## src/rtl/fsm_moore_1101_if.sv

```systemverilog
// Serial bit-stream link into the 1101 sequence detector.
// The source drives data_in and observes the Moore detect flag on out.
interface fsm_moore_1101_if;
  logic data_in;
  logic out;

  modport master (output data_in, input out);
  modport slave  (input data_in, output out);
endinterface

```

## src/rtl/fsm_moore_1101.sv

```systemverilog
// Moore detector for the serial pattern 1-1-0-1, sync-word front end.
// The flag is a flop loaded from the next state, so it is glitch-free and coincident with S4.
module fsm_moore_1101 #(
  parameter bit OVERLAP = 1'b1
) (
  input  logic               clk,
  input  logic               rst_n,
  fsm_moore_1101_if.slave    bus
);

  // state | meaning
  // S0    | idle, no prefix seen
  // S1    | "1"
  // S2    | "11" (a run of ones stays here)
  // S3    | "110"
  // S4    | "1101" detect, out high
  localparam logic [2:0] S0 = 3'd0;
  localparam logic [2:0] S1 = 3'd1;
  localparam logic [2:0] S2 = 3'd2;
  localparam logic [2:0] S3 = 3'd3;
  localparam logic [2:0] S4 = 3'd4;

  logic [2:0] state_q;
  logic [2:0] state_d;
  logic       out_q;

  always_comb begin
    state_d = S0;
    case (state_q)
      S0: state_d = bus.data_in ? S1 : S0;
      S1: state_d = bus.data_in ? S2 : S0;
      S2: state_d = bus.data_in ? S2 : S3;
      S3: state_d = bus.data_in ? S4 : S0;
      // The trailing '1' either seeds a new "11" prefix or counts only as a lone "1".
      S4: state_d = bus.data_in ? (OVERLAP ? S2 : S1) : S0;
      default: state_d = S0;
    endcase
  end

  always_ff @(posedge clk or negedge rst_n) begin
    if (!rst_n) begin
      state_q <= S0;
      out_q   <= 1'b0;
    end else begin
      state_q <= state_d;
      out_q   <= (state_d == S4);
    end
  end

  assign bus.out = out_q;

endmodule

```

## src/flat_wrapper.sv

```systemverilog
// flat-port wrapper written by rule: the top's interface ports become plain ports
module fsm_moore_1101_flat 
#(
  parameter bit OVERLAP = 1'b1
)
  (clk, rst_n, bus_data_in, bus_out);
  fsm_moore_1101_if bus_i ();
  input  logic clk;
  input  logic rst_n;
  input wire logic [$bits(bus_i.data_in)-1:0] bus_data_in;
  output wire logic [$bits(bus_i.out)-1:0] bus_out;
  assign bus_i.data_in = bus_data_in;
  assign bus_out = bus_i.out;
  fsm_moore_1101 #(.OVERLAP(OVERLAP)) u_core (.clk(clk), .rst_n(rst_n), .bus(bus_i));
endmodule
```

## config.mk

```make
export PLATFORM = sky130hd
export DESIGN_NAME = fsm_moore_1101_flat
export DESIGN_NICKNAME = d
export VERILOG_FILES = /design/src/rtl/fsm_moore_1101_if.sv /design/src/rtl/fsm_moore_1101.sv /design/src/flat_wrapper.sv
export SDC_FILE = /design/constraint.sdc
export NUM_CORES = 1
export LEC_CHECK = 0
export BUFFER_PORTS_ARGS = -buffer_cell sky130_fd_sc_hd__buf_2
export CORE_AREA = 8 8 45 47
export DETAILED_ROUTE_END_ITERATION = 10
export DIE_AREA = 0 0 53 55
export PLACE_DENSITY_LB_ADDON = 0.15
export SLEW_MARGIN = 15
export SYNTH_ARGS = -nofsm -noshare
export SYNTH_HDL_FRONTEND = slang
export SYNTH_SLANG_ARGS = --single-unit
```

## constraint.sdc

```tcl
create_clock -name clk -period 2.42 [get_ports clk]
set_input_delay 0.484 -clock clk [delete_from_list [all_inputs] [get_ports clk]]
set_output_delay 0.484 -clock clk [all_outputs]
set_load 0.005 [all_outputs]
```

# Word level (Yosys, flattened, before mapping)
# Cells that the tools add are included.
dict set report op_classes {
  addsub 0
  mul 0
  div_mod_pow 0
  order_cmp 0
  eq_ne 5
  shift 0
  muxes 5
  bitwise 0
  n_reduce_logical 2
}
# cell n
set ops {}
lappend ops {{3-bit one-hot mux with 4 select lines} 1}
lappend ops {{3-bit by 2-bit equality test with 1-bit output (second input constant)} 2}
lappend ops {{3-bit equality test (second input constant)} 2}
lappend ops {{3-bit by 1-bit equality test with 1-bit output (second input constant)} 1}
lappend ops {{3-bit zero test} 1}
lappend ops {{3-bit 2-to-1 mux} 1}
lappend ops {{1-bit 2-to-1 mux} 2}
lappend ops {{2-bit 2-to-1 mux} 1}
lappend ops {{2-bit OR reduction} 1}
dict set report word_totals {
  ff_bits 4
  latch_bits 0
  ramBits 0
  mem_bits_ro 0
  in_bits 3
  output_inout_bits 1
  wordCells 14
  memories 0
}

# Logic depth before layout (Yosys ltp)
dict set report logic_depth {
  depth_word 4
  mapped_depth 2
}

# Worst setup path after synthesis
# OpenSTA, ideal clock, no wires.
dict set report synth_timing {
  kind {input-to-reg}
  start {in bus_data_in}
  end {reg u_core.state_q[1]}
  t_arrival_ns 0.753
  path_slack_ns 1.546
  cell_stages 2
  path_cell_list {nor2b_1 a22o_1}
}
dict set report synth_via {
  elab_chain_len 2
}
# item line
set synth_rtl {}
lappend synth_rtl {{from (decl)} flat_wrapper.sv:10} ;# input wire logic [$bits(bus_i.data_in)-1:0] bus_data_in;
lappend synth_rtl {{2-bit 2-to-1 mux} {fsm_moore_1101.sv:31, fsm_moore_1101.sv:35}}
lappend synth_rtl {{3-bit one-hot mux with 4 select lines} fsm_moore_1101.sv:29} ;# case (state_q)
lappend synth_rtl {{via u_core.state_d[1]} fsm_moore_1101.sv:24} ;# logic [2:0] state_d;
lappend synth_rtl {{to (signal assigned)} fsm_moore_1101.sv:45} ;# state_q <= state_d;
lappend synth_rtl {{to (decl)} fsm_moore_1101.sv:23} ;# logic [2:0] state_q;
# The timed path passes the listed nets, and every way through them passes these cells.

# Worst setup path after layout
dict set report layout_timing {
  start {reg u_core.out_q, in the netlist u_core.bus.out}
  end {out bus_out}
}
# item line
set layout_rtl {}
lappend layout_rtl {{from (decl)} fsm_moore_1101.sv:25} ;# logic out_q;
lappend layout_rtl {{from (signal assigned)} fsm_moore_1101.sv:46} ;# out_q <= (state_d == S4);
lappend layout_rtl {{to (decl)} flat_wrapper.sv:11} ;# output wire logic [$bits(bus_i.out)-1:0] bus_out;
# No word-level cell between the ends.

==> flow_metrics.tcl <==
set metrics [dict create \
    worstPathMaxFanout 1 \
    grtUsageTotal_pct 2.90 \
    synth_common_cells "4 x dfrtp_1, 2 x and4b_1" \
    r2r-start "u_core.state_q[0]" \
    cts_buffer_depth 2 \
    synth_edf_count 0 \
    max_stage_delay_ns 0.34 \
    n_fill_cell 160 \
    place.gp.congestion 0.633 \
    post-synth-top-count-cell "dfrtp_1" \
    skew_ns 0.000919 \
    grt_max_degree 6 \
    numCtsBuffers 3 \
    total_power_mw 0.231 \
    via_per_inst 3.50 \
    wl_per_cell_um 8.74 \
    drt-initial-drc-count 7 \
    critPathBufInv 1 \
    ant_nets 0 \
    cp-end-kind "output pin" \
    rsz0062_at_grt "false" \
    n_antenna_cell 0 \
    setup-violations-final 0 \
    yosysSeqAreaShare_pct 62.0 \
    cts_htree_levels 1 \
    status "finished, final reports clean" \
    cts_tree "built" \
    setup_tns_ns 0 \
    netlist_instances 12 \
    ioPinCount 4 \
    regArea_sq_um 100 \
    ys_types 8 \
    finalHoldViolCount 0 \
    coreArea_sq_um 1380 \
    drv_slew 0 \
    cts_root_buf "clkbuf_4" \
    clock_sinks 4 \
    antenna_found_initial 0 \
    layout-drive-gt1-share_pct 33.3 \
    crit_path_top_delay_cell "dfrtp_1" \
    clk_pin_slew_ns 0.03 \
    cts.hold.buffers_added 0 \
    grt_pass1_wl_um 476 \
    cp_top_family "flip-flops" \
    avgSynthCellArea_sq_um 13.5 \
    cp-startpoint "u_core.bus.out" \
    whs_ns 0.0542 \
    initial_core_util_pct 11.7 \
    slew_headroom_pct 89.0 \
    instances_no_fill 34 \
    post_cts_buffers 0 \
    async_flop_share_pct 100 \
    insertion_delay_ns 0.23 \
    dr_total_vias 119 \
    finalNetCount 23 \
    crit_arrival_ns 0.69 \
    tightest_slew_ns 0.166 \
    max_cap_violations 0 \
    dieHeight_um 55 \
    routed_wl_um 297 \
    crit_chain "buf_2" \
    ir_drop_v 0.000176 \
    yosysTopAreaCell "dfrtp_1" \
    synthTopCellsByArea "dfrtp_1 62%, and4b_1 12%, a22o_1 5.4%" \
    hold_class "input port to async pin" \
    placed_cell_area_sq_um 196 \
    cts.repair.resized 0 \
    drtPass1Iterations 2 \
    synth_fp_nets 15 \
    dieArea_sq_um 2920 \
    ys.flop_type "dfrtp_1" \
    synth-seq-cells 4 \
    multi_input_comb_area_sq_um 61.3 \
    fp-row-count 14 \
    power_density_nw_per_um2 1060 \
    synth_top_area_share_pct 62.0 \
    gr-total-overflow 0 \
    portBuffers 3 \
    period_share_pct 48.4 \
    finalCriticalPeriod_ns 1.17 \
    syn2layout_area_growth_pct 35.7 \
    worst_ep_required_time_ns 1.94 \
    final_cell_area_sq_um 219 \
    p_leak_nw 0.109 \
    grt_pass1_vias 101 \
    yosysWarnings 0 \
    max_freq_mhz 853 \
    netlist_area_sq_um 161 \
    die_x_um 53 \
    drc 0 \
    dp.cells 31 \
    critical_path_class "register to output pin" \
    critPathLaunchType "register" \
]
==> where the power goes <==
group          internal (mW)  switching, mW  total, mW
clock network         0.0551         0.0225     0.0776
registers             0.0869         0.0228      0.110
logic                 0.0281         0.0159     0.0440
==> flip-flops by register name, summed over array words and instances, names as in the netlist <==
name            count
u_core.bus.out      1
u_core.state_q      3
==> cells by family after synthesis <==
group	Yosys count	synth area share, %
XOR/XNOR	2	10.9
flip-flops	4	62.0
AND/OR/NAND/NOR	5	21.7
AO/OA/AOI/OAI	1	5.43
==> per-layer routing <==
layer	GRT usage, %	up-vias	wire (um)
met5	0	-	0
met4	6.47	0	19
met3	2.41	2	12
met2	3.13	4	148
met1	1.99	55	116
li1	-	58	-
==> placed cells by master, fill, tap and decap left out <==
master    count
nor2_1        1
a22o_1        1
nor3_1        1
and4b_1       2
nor2b_1       1
clkbuf_4      3
buf_2         3
xnor2_1       1
xor2_1        1
dfrtp_1       4
==> cell type report <==
| class | instances | area share (%) |
|---|---|---|
| repair buffers | 3 | 6.86 |
| clock buffers | 3 | 10.3 |
| multi-input cells | 8 | 28.0 |
| flip-flops and latches | 4 | 45.7 |
| well taps | 16 | 9.14 |
==> worst paths after layout <==
check | to | slack, ns | cells after the start
worst max-delay path | bus_out | 1.25 | 1
worst min-delay path | u_core.state_q[0] | 0.05 | 1
worst max register to register | u_core.state_q[1] | 1.52 | 2
worst min register to register | u_core.state_q[0] | 0.52 | 1
max in group asynchronous | u_core.state_q[2] | 2.25 | 1
min in group clk | u_core.state_q[0] | 0.52 | 1
==> metrics by stage <==
step / utilization [%] / setup WS (ns)
finish: 15.8 / 1.25
global route: 15.8 / 1.21
CTS: 15.8 / 1.23
detailed placement: 14.2 / 1.39
global placement: 14.2 / 1.39
floorplan: - / 1.55
(Power assumes the default switching activity.)
